--- src/rtl/uart_pkg.sv ---
// uart_pkg: shared definitions for the UART receive path.
//   UART_CLK_HZ        system clock frequency
//   UART_BAUD          line rate
//   UART_CLKS_PER_BIT  system clocks per serial bit, rounded to nearest
//   rx_state_t         receiver FSM state encoding
`timescale 1ns/1ps

package uart_pkg;

    localparam int unsigned UART_CLK_HZ       = 25_000_000;
    localparam int unsigned UART_BAUD         = 115200;
    localparam int unsigned UART_CLKS_PER_BIT = (UART_CLK_HZ + UART_BAUD / 2) / UART_BAUD;

    typedef enum logic [2:0] {
        ST_WAIT_IDLE,
        ST_IDLE,
        ST_START,
        ST_DATA,
        ST_STOP
    } rx_state_t;

endpackage

--- src/rtl/uart_rx_fifo.sv ---
// uart_rx_fifo: synchronous FIFO holding received bytes.
//   clk, rst_n  single clock, synchronous active-low reset (storage cleared to 0)
//   push        write request; ignored when full unless a pop is accepted
//               in the same cycle
//   push_data   byte to write
//   pop         read request; ignored when empty
//   head        entry at the read pointer
//   full/empty  occupancy status
//   count       number of entries held (0..DEPTH)
// DEPTH must be a power of two, at least 2; pointers wrap naturally.
`timescale 1ns/1ps

module uart_rx_fifo #(
    parameter int unsigned DEPTH = 4,
    parameter int unsigned WIDTH = 8
) (
    input  logic                     clk,
    input  logic                     rst_n,
    input  logic                     push,
    input  logic [WIDTH-1:0]         push_data,
    input  logic                     pop,
    output logic [WIDTH-1:0]         head,
    output logic                     full,
    output logic                     empty,
    output logic [$clog2(DEPTH):0]   count
);

    localparam int unsigned AW = $clog2(DEPTH);

    logic [WIDTH-1:0] mem [DEPTH];
    logic [AW-1:0]    wr_ptr;
    logic [AW-1:0]    rd_ptr;
    logic             do_push;
    logic             do_pop;

    assign empty   = (count == '0);
    assign full    = (count == (AW + 1)'(DEPTH));
    assign do_pop  = pop && !empty;
    // A pop in the same cycle frees the slot, so a push into a full FIFO is accepted.
    assign do_push = push && (!full || do_pop);
    assign head    = mem[rd_ptr];

    always_ff @(posedge clk) begin
        if (!rst_n) begin
            for (int unsigned i = 0; i < DEPTH; i++) begin
                mem[i] <= '0;
            end
        end else if (do_push) begin
            mem[wr_ptr] <= push_data;
        end
    end

    always_ff @(posedge clk) begin
        if (!rst_n) begin
            wr_ptr <= '0;
            rd_ptr <= '0;
            count  <= '0;
        end else begin
            if (do_push) begin
                wr_ptr <= wr_ptr + 1'b1;
            end
            if (do_pop) begin
                rd_ptr <= rd_ptr + 1'b1;
            end
            case ({do_push, do_pop})
                2'b10:   count <= count + 1'b1;
                2'b01:   count <= count - 1'b1;
                default: count <= count;
            endcase
        end
    end

endmodule

--- src/rtl/uart_rx.sv ---
// uart_rx: 8N1 UART receiver, LSB first, with a small receive FIFO and
// sticky error flags.
//   clk, rst_n   single system clock, synchronous active-low reset
//   rxd          asynchronous serial input, idle high
//   rx_data      byte at the FIFO head (0 after reset)
//   rx_valid     FIFO non-empty
//   rx_ready     pop request, effective only while rx_valid is high
//   fifo_count   bytes currently held
//   frame_err    sticky: a stop bit was sampled low
//   overrun      sticky: a byte arrived while the FIFO was full
//   err_clr      clears both sticky flags (a same-cycle set wins)
// FIFO_DEPTH must be a power of two, at least 2.
`timescale 1ns/1ps

module uart_rx
    import uart_pkg::*;
#(
    parameter int unsigned CLKS_PER_BIT = UART_CLKS_PER_BIT,
    parameter int unsigned FIFO_DEPTH   = 4
) (
    input  logic                          clk,
    input  logic                          rst_n,
    input  logic                          rxd,
    output logic [7:0]                    rx_data,
    output logic                          rx_valid,
    input  logic                          rx_ready,
    output logic [$clog2(FIFO_DEPTH):0]   fifo_count,
    output logic                          frame_err,
    output logic                          overrun,
    input  logic                          err_clr
);

    localparam int unsigned CNT_W = $clog2(CLKS_PER_BIT);
    localparam logic [CNT_W-1:0] HALF_LOAD = CNT_W'(CLKS_PER_BIT / 2 - 1);
    localparam logic [CNT_W-1:0] BIT_LOAD  = CNT_W'(CLKS_PER_BIT - 1);

    // Two-flop synchroniser, preset high so reset does not look like a start bit.
    logic rx_meta;
    logic rxs;

    rx_state_t        state, state_next;
    logic [CNT_W-1:0] cnt, cnt_next;
    logic [2:0]       idx, idx_next;
    logic [7:0]       shreg, shreg_next;
    logic             sample;
    logic             push;
    logic             frame_set;
    logic             overrun_set;
    logic             fifo_full;
    logic             fifo_empty;

    always_ff @(posedge clk) begin
        if (!rst_n) begin
            rx_meta <= 1'b1;
            rxs     <= 1'b1;
        end else begin
            rx_meta <= rxd;
            rxs     <= rx_meta;
        end
    end

    assign sample = (cnt == '0);

    always_ff @(posedge clk) begin
        if (!rst_n) begin
            state <= ST_WAIT_IDLE;
            cnt   <= '0;
            idx   <= '0;
            shreg <= '0;
        end else begin
            state <= state_next;
            cnt   <= cnt_next;
            idx   <= idx_next;
            shreg <= shreg_next;
        end
    end

    always_comb begin
        state_next = state;
        cnt_next   = cnt;
        idx_next   = idx;
        shreg_next = shreg;
        push       = 1'b0;
        frame_set  = 1'b0;

        // Bit timer runs only while a frame is in progress.
        if (state == ST_START || state == ST_DATA || state == ST_STOP) begin
            cnt_next = sample ? BIT_LOAD : cnt - 1'b1;
        end

        case (state)
            ST_WAIT_IDLE: begin
                if (rxs) begin
                    state_next = ST_IDLE;
                end
            end
            ST_IDLE: begin
                if (!rxs) begin
                    cnt_next   = HALF_LOAD;
                    state_next = ST_START;
                end
            end
            ST_START: begin
                if (sample) begin
                    if (rxs) begin
                        state_next = ST_IDLE;
                    end else begin
                        idx_next   = '0;
                        state_next = ST_DATA;
                    end
                end
            end
            ST_DATA: begin
                if (sample) begin
                    shreg_next[idx] = rxs;
                    idx_next        = idx + 1'b1;
                    if (idx == 3'd7) begin
                        state_next = ST_STOP;
                    end
                end
            end
            ST_STOP: begin
                if (sample) begin
                    if (rxs) begin
                        push       = 1'b1;
                        state_next = ST_IDLE;
                    end else begin
                        frame_set  = 1'b1;
                        state_next = ST_WAIT_IDLE;
                    end
                end
            end
            default: begin
                state_next = ST_WAIT_IDLE;
            end
        endcase
    end

    uart_rx_fifo #(
        .DEPTH (FIFO_DEPTH),
        .WIDTH (8)
    ) u_fifo (
        .clk       (clk),
        .rst_n     (rst_n),
        .push      (push),
        .push_data (shreg),
        .pop       (rx_ready),
        .head      (rx_data),
        .full      (fifo_full),
        .empty     (fifo_empty),
        .count     (fifo_count)
    );

    assign rx_valid = !fifo_empty;

    // A simultaneous pop makes room, so only an unpopped full FIFO loses the byte.
    assign overrun_set = push && fifo_full && !(rx_ready && rx_valid);

    always_ff @(posedge clk) begin
        if (!rst_n) begin
            frame_err <= 1'b0;
            overrun   <= 1'b0;
        end else begin
            if (frame_set) begin
                frame_err <= 1'b1;
            end else if (err_clr) begin
                frame_err <= 1'b0;
            end
            if (overrun_set) begin
                overrun <= 1'b1;
            end else if (err_clr) begin
                overrun <= 1'b0;
            end
        end
    end

endmodule

--- config.mk ---
export PLATFORM = sky130hd
export DESIGN_NAME = uart_rx
export DESIGN_NICKNAME = d
export VERILOG_FILES = /design/src/rtl/uart_pkg.sv /design/src/rtl/uart_rx_fifo.sv /design/src/rtl/uart_rx.sv
export SDC_FILE = /design/constraint.sdc
export NUM_CORES = 1
export LEC_CHECK = 0
export CORE_ASPECT_RATIO = 1.2
export CORE_MARGIN = 5
export CORE_UTILIZATION = 30
export DETAILED_ROUTE_END_ITERATION = 10
export GPL_TIMING_DRIVEN = 1
export PLACE_DENSITY = 0.57
export SLEW_MARGIN = 20
export SYNTH_ARGS = -nofsm -noshare
export SYNTH_HDL_FRONTEND = slang
export SYNTH_SLANG_ARGS = --single-unit
--- constraint.sdc ---
create_clock -name clk -period 5.5 [get_ports clk]
set_input_delay 1.1 -clock clk [delete_from_list [all_inputs] [get_ports clk]]
set_output_delay 1.1 -clock clk [all_outputs]
set_load 0.02 [all_outputs]
==> results.yml, run 1 <==
finish:
  drive_gt1_share_pct: 8.56
  fin_nets: 296
  n_antenna_cell: 0
  multiInputGateArea_sq_mm: 0.00135
  final_util_pct: 36.1
  regArea_sq_mm: 0.00166
  area_growth_pct: 17.2
  nFillCells: 996
sta:
  slew_viol_final: 0
  worstMarginPinSlew_ns: 0.785
  layout_min_cycle_time_ns: 3.21
  slew_headroom_pct: 47.5
  tns_ns: 0
  max_freq_mhz: 311
  fin_skew_ns: 0.00559
  rsz0062_at_grt: "false"
  finalHoldViolCount: 0
  period_share_pct: 58.4
  report.final.setup_viol: 0
  fin_ws_ns: 2.29
cts:
  cts_tree: "done"
  clockBufferDepth: 2
  insertion_delay_ns: 0.33
  cts_setup_buffers: 0
  cts_hold_buf: 0
  clock_sinks: 67
  cts.clk_slew.worst_paths_ns: 0.05
  cts-root-buf: "clkbuf_16"
  cts_made_buffers: 9
  htree_levels: 3
  cts_resized: 0
logic_synthesis:
  synth_common_cells: "35 x dfxtp_1, 32 x edfxtp_1, 29 x and2_1"
  syn_area_per_cell_sq_um: 11.4
  synth_cell_types: 49
  synth_most_common_cell: "dfxtp_1"
  yosysSeqAreaShare_pct: 53.6
  syn_nets: 282
  synth_seq_cells: 67
  async_reset_ff_share_pct: 0
  yosysTopAreaCellShare_pct: 31.0
  yosys_warnings: 0
  synth_edf_count: 32
  ys_top_cells_by_area: "edfxtp_1 31%, dfxtp_1 23%, and2_1 5.9%, mux4_2 5.8%, nor2_1 3.1%"
  synthesis.area_sq_mm: 0.00310
  synthCells: 273
  synth_top_flop_cell: "dfxtp_1"
  synth_area_leader_cell: "edfxtp_1"
place:
  place_ws_ns: 1.73
  dp_hpwl_mm: 4.59
  portBuffers: 18
  gp_congestion: 0.810
run:
  cap_violations: 0
grt:
  grt_pass1_vias: 1995
  grt_pass1_wl_mm: 10.1
  antenna_found_initial: 0
  grt_max_degree: 25
  grt_usage_pct: 10.9
  overflow: 0
detailed_routing:
  drt_iter0_markers: 77
  wl_per_cell_um: 15.0
  via_per_inst: 4.87
  drt-total-wl_mm: 6.25
  ant_nets: 0
  drc_errors: 0
  drtPass1Iterations: 4
  vias: 2035
power:
  powerDensity_mw_per_mm2: 373
  p_sw_share_pct: 27.2
  vdd_ir_drop_max_mv: 0.151
  seqPwrFrac_pct: 43.7
  leakagePower_nw: 1.35
  p_comb_share_pct: 19.9
  switching_power_w: 0.000368
  p_int_w: 0.000987
  p_clk_share_pct: 36.4
worst_setup_path:
  startpoint_type: "flop"
  cp.arrival_ns: 2.11
  worst_ep_required_time_ns: 4.40
  crit_fanout: 8
  critPathKind: "reg -> out"
  cp-end-kind: "output port"
run_status:
  status: "finished clean"
die:
  die_h_um: 121
  dieArea_sq_mm: 0.0125
  num_rows: 40
  start_util_pct: 30.8
  io_pins: 19
  die_w_um: 103
  core_sq_mm: 0.0101
min_path:
  hold_class: "reg -> reg"
[critical path: stages, from the launching register on]
cell and delay (ns):
dfxtp_1 0.65, mux4_2 0.57, clkdlybuf4s50_1 0.55
[kinds of logic after synthesis]
| family | share of synthesized area [%] |
|---|---|
| buf+inv | 2.99 |
| fa+ha+maj | 1.86 |
| compound gates | 6.58 |
| xor+xnor | 2.26 |
| flops | 53.6 |
| simple gates | 23.5 |
| mux | 9.16 |
[path summary, 6_finish.rpt]
check / startpoint / endpoint / slack [ns] / cells past startpoint
worst max-delay path: flop / rx_data[2] / 2.29 / 2
worst max register to register: cnt[0] / u_fifo.mem[0][4] / 2.50 / 7
worst min-delay path: rx_meta / rxs / 0.41 / 1
worst min register to register: rx_meta / rxs / 0.41 / 1
[metal layers]
metal  wire length [um]  vias up  track usage, %
met4                171        0            5.51
met2               3320       36            18.7
met1               2520      974            11.9
met5                  0        -               0
met3                232       12            3.51
li1                   -     1013               -
[flip-flops by register name, indices dropped and copies added (netlist names), named ones only]
name,cells
cnt,8
frame_err,1
idx,3
overrun,1
rx_meta,1
rxs,1
shreg,8
state,3
u_fifo.count,3
u_fifo.mem,32
u_fifo.rd_ptr,2
u_fifo.wr_ptr,2
[cells in the final DEF (no fill, tap or decap), types with 3 or more instances in the layout]
master	Yosys	layout
mux4_2	8	8
mux2i_1	9	9
nand4b_1	4	4
ha_1	3	3
a211oi_1	3	3
and3_1	9	9
xnor2_1	5	5
nor2_1	26	26
nand4_1	4	4
nand2b_1	4	4
a21oi_1	8	8
nor3_1	6	6
and2_1	29	29
inv_1	9	9
o21ai_0	7	5
clkinv_1	0	4
nor3b_1	4	4
edfxtp_1	32	32
clkbuf_16	0	9
dfxtp_1	35	35
nor4_1	3	3
o21ai_1	1	3
clkdlybuf4s50_1	0	18
nor2b_1	5	5
nand2_1	12	12
xor2_1	3	3
[area by class of cell]
type | instances | area share [%]
clock buffers | 11 | 6.41
clock inverters | 5 | 0.551
inverters | 9 | 0.930
multi-input cells | 182 | 37.0
flip-flops and latches | 67 | 45.8
well taps | 126 | 4.34
repair buffers | 18 | 4.96
[metrics by stage]
step / cells / hold slack (ns) / power (W) / area (sq um)
2_1_floorplan: 273 / 0.386 / 0.000781 / 3100
3_3_place_gp: 402 / 0.392 / 0.000871 / 3380
3_5_place_dp: 402 / 0.393 / 0.000878 / 3380
4_1_cts: 418 / 0.407 / 0.00138 / 3630
5_1_grt: 418 / 0.428 / 0.00142 / 3630
6_report: 418 / 0.406 / 0.00136 / 3630
[power by group through the flow]
stage / Clock, W / Combinational (W) / Sequential, W
finish: 0.000493 / 0.000270 / 0.000593
global route: 0.000529 / 0.000291 / 0.000599
CTS: 0.000508 / 0.000273 / 0.000595
detailed placement: 0 / 0.000273 / 0.000605
global placement: 0 / 0.000267 / 0.000604
floorplan: 0 / 0.000191 / 0.000589
Note: power is estimated with default switching activity, not from simulation.
==> inputs of run 2 (changes only) <==
Settings changed: PLACE_DENSITY 0.57 to 0.59.
Clock period 5.5 ns to 2.87 ns, I/O delays scaled along.
==> run 2 against run 1 <==
  * Die area unchanged
  * Via count down 0.44%
  * Hold slack improved by 0.0030 ns
  * Largest power group is now the clock network
  * First-iteration DRC count down 9.1%
  * Clock power increased to 2.5 times the previous value
  * Sequential share of layout area fell by 2.0 points
  * Setup slack got worse by 2.1 ns
  * Critical path depth unchanged
  * Critical endpoint is now rx_data[1]
  * Cell area up 4.5%
  * Core utilization grew 1.6 points
  * Highest routed layer unchanged
==> results.yml, run 2 (synthesized netlist as in run 1, its figures left out) <==
power:
  leakagePower_nw: 1.43
  vdd_ir_drop_max_mv: 0.373
  powerDensity_mw_per_mm2: 762
  p_total_w: 0.00289
die:
  die_w_um: 103
  die_h_um: 121
  dieArea_sq_mm: 0.0125
  core_sq_mm: 0.0101
  num_rows: 40
  start_util_pct: 30.8
  io_pins: 19
finish:
  nFillCells: 978
  regArea_sq_mm: 0.00166
  top_register: "u_fifo.mem"
  n_antenna_cell: 0
  drive_gt1_share_pct: 13.2
  fin_cells: 428
  multiInputGateArea_sq_mm: 0.00135
  final_util_pct: 37.7
  stdcell_area_sq_mm: 0.00379
  final_cell_mix: "35 x dfxtp_1, 32 x edfxtp_1, 29 x and2_1"
  final_common_cell: "dfxtp_1"
  area_growth_pct: 22.4
  largest_register_ffs: 32
  reg_top3: "u_fifo.mem (32), cnt (8), shreg (8)"
  fin_nets: 306
cts:
  cts-root-buf: "clkbuf_16"
  insertion_delay_ns: 0.32
  cts_tree: "done"
  cts_made_buffers: 9
  clockBufferDepth: 2
  clock_sinks: 67
  cts_setup_buffers: 0
  cts_hold_buf: 0
  htree_levels: 3
  cts.clk_slew.worst_paths_ns: 0.05
  cts_resized: 0
worst_setup_path:
  slowest_stage: "dfxtp_1"
  cpPeakStageDelay_ns: 0.66
  startpoint_type: "flop"
  cp.arrival_ns: 2.12
  crit_chain: "mux4_2 -> clkdlybuf4s50_1"
  crit_fanout: 8
  cp-end-kind: "output port"
  critPathKind: "reg -> out"
  worst_ep_required_time_ns: 2.30
detailed_routing:
  ant_nets: 0
  drt_iter0_markers: 70
  wl_per_cell_um: 13.9
  drc_errors: 0
  vias: 2026
  drt-total-wl_mm: 5.94
  drtPass1Iterations: 4
  via_per_inst: 4.73
place:
  dp_cells: 412
  placed_area_sq_mm: 0.00345
  portBuffers: 18
  gp_congestion: 0.730
  dp_hpwl_mm: 4.26
sta:
  finalHoldViolCount: 0
  max_freq_mhz: 372
  period_share_pct: 93.8
  rsz0062_at_grt: "false"
  tns_ns: 0
  slew_headroom_pct: 58.5
  worstMarginPinSlew_ns: 0.615
  fin_skew_ns: 0.00435
  layout_min_cycle_time_ns: 2.69
  report.final.setup_viol: 0
  slew_viol_final: 0
run_status:
  status: "finished clean"
grt:
  grt_usage_pct: 10.3
  overflow: 0
  grt_max_degree: 17
  antenna_found_initial: 0
  grt_pass1_vias: 2007
  grt_pass1_wl_mm: 10.0
run:
  cap_violations: 0
min_path:
  hold_class: "reg -> reg"
## run 2: routing by layer
metal  wire length, um  part of all wire [%]  vias to the layer above  track usage, %
met4                73                   1.2                        0            3.72
li1                  -                     -                     1035               -
met1              2710                    46                      961            12.8
met2              2980                    50                       23            17.0
met5                 0                     0                        -               0
met3               172                   2.9                        7            2.76
## run 2: stage by stage
stage               setup slack, ns  hold slack, ns
global placement              0.316           0.396
CTS                           0.106           0.413
detailed placement            0.237           0.402
global route                 0.0218           0.419
finish                        0.179           0.409
floorplan                     0.310           0.386
## run 2: worst max-delay path: cells and delay by family, from the launching register on
kind | cells | cell delay (ns)
flops | 1 | 0.66
mux | 1 | 0.58
buf+inv | 1 | 0.55
## run 2: layout make-up
cell class                 count  area share, %
clock inverter                 7           3.07
tap                          126           4.15
clock buffer                   9           5.93
timing repair buffer          28           6.73
multi-input combinational    182           35.4
sequential                    67           43.8
inverter                       9          0.890
## run 2: final timing paths
kind,startpoint,endpoint,slack (ns),depth (start not counted)
max,flop,rx_data[1],0.18,2
min,rx_meta,rxs,0.41,1
max reg2reg,cnt[0],u_fifo.mem[0][6],0.36,7
min reg2reg,rx_meta,rxs,0.41,1
## run 2: report_power, final
group	internal, W	switching, W	total (W)
Sequential	0.00106	0.0000735	0.00113
Combinational	0.000268	0.000255	0.000523
Clock	0.000844	0.000393	0.00124
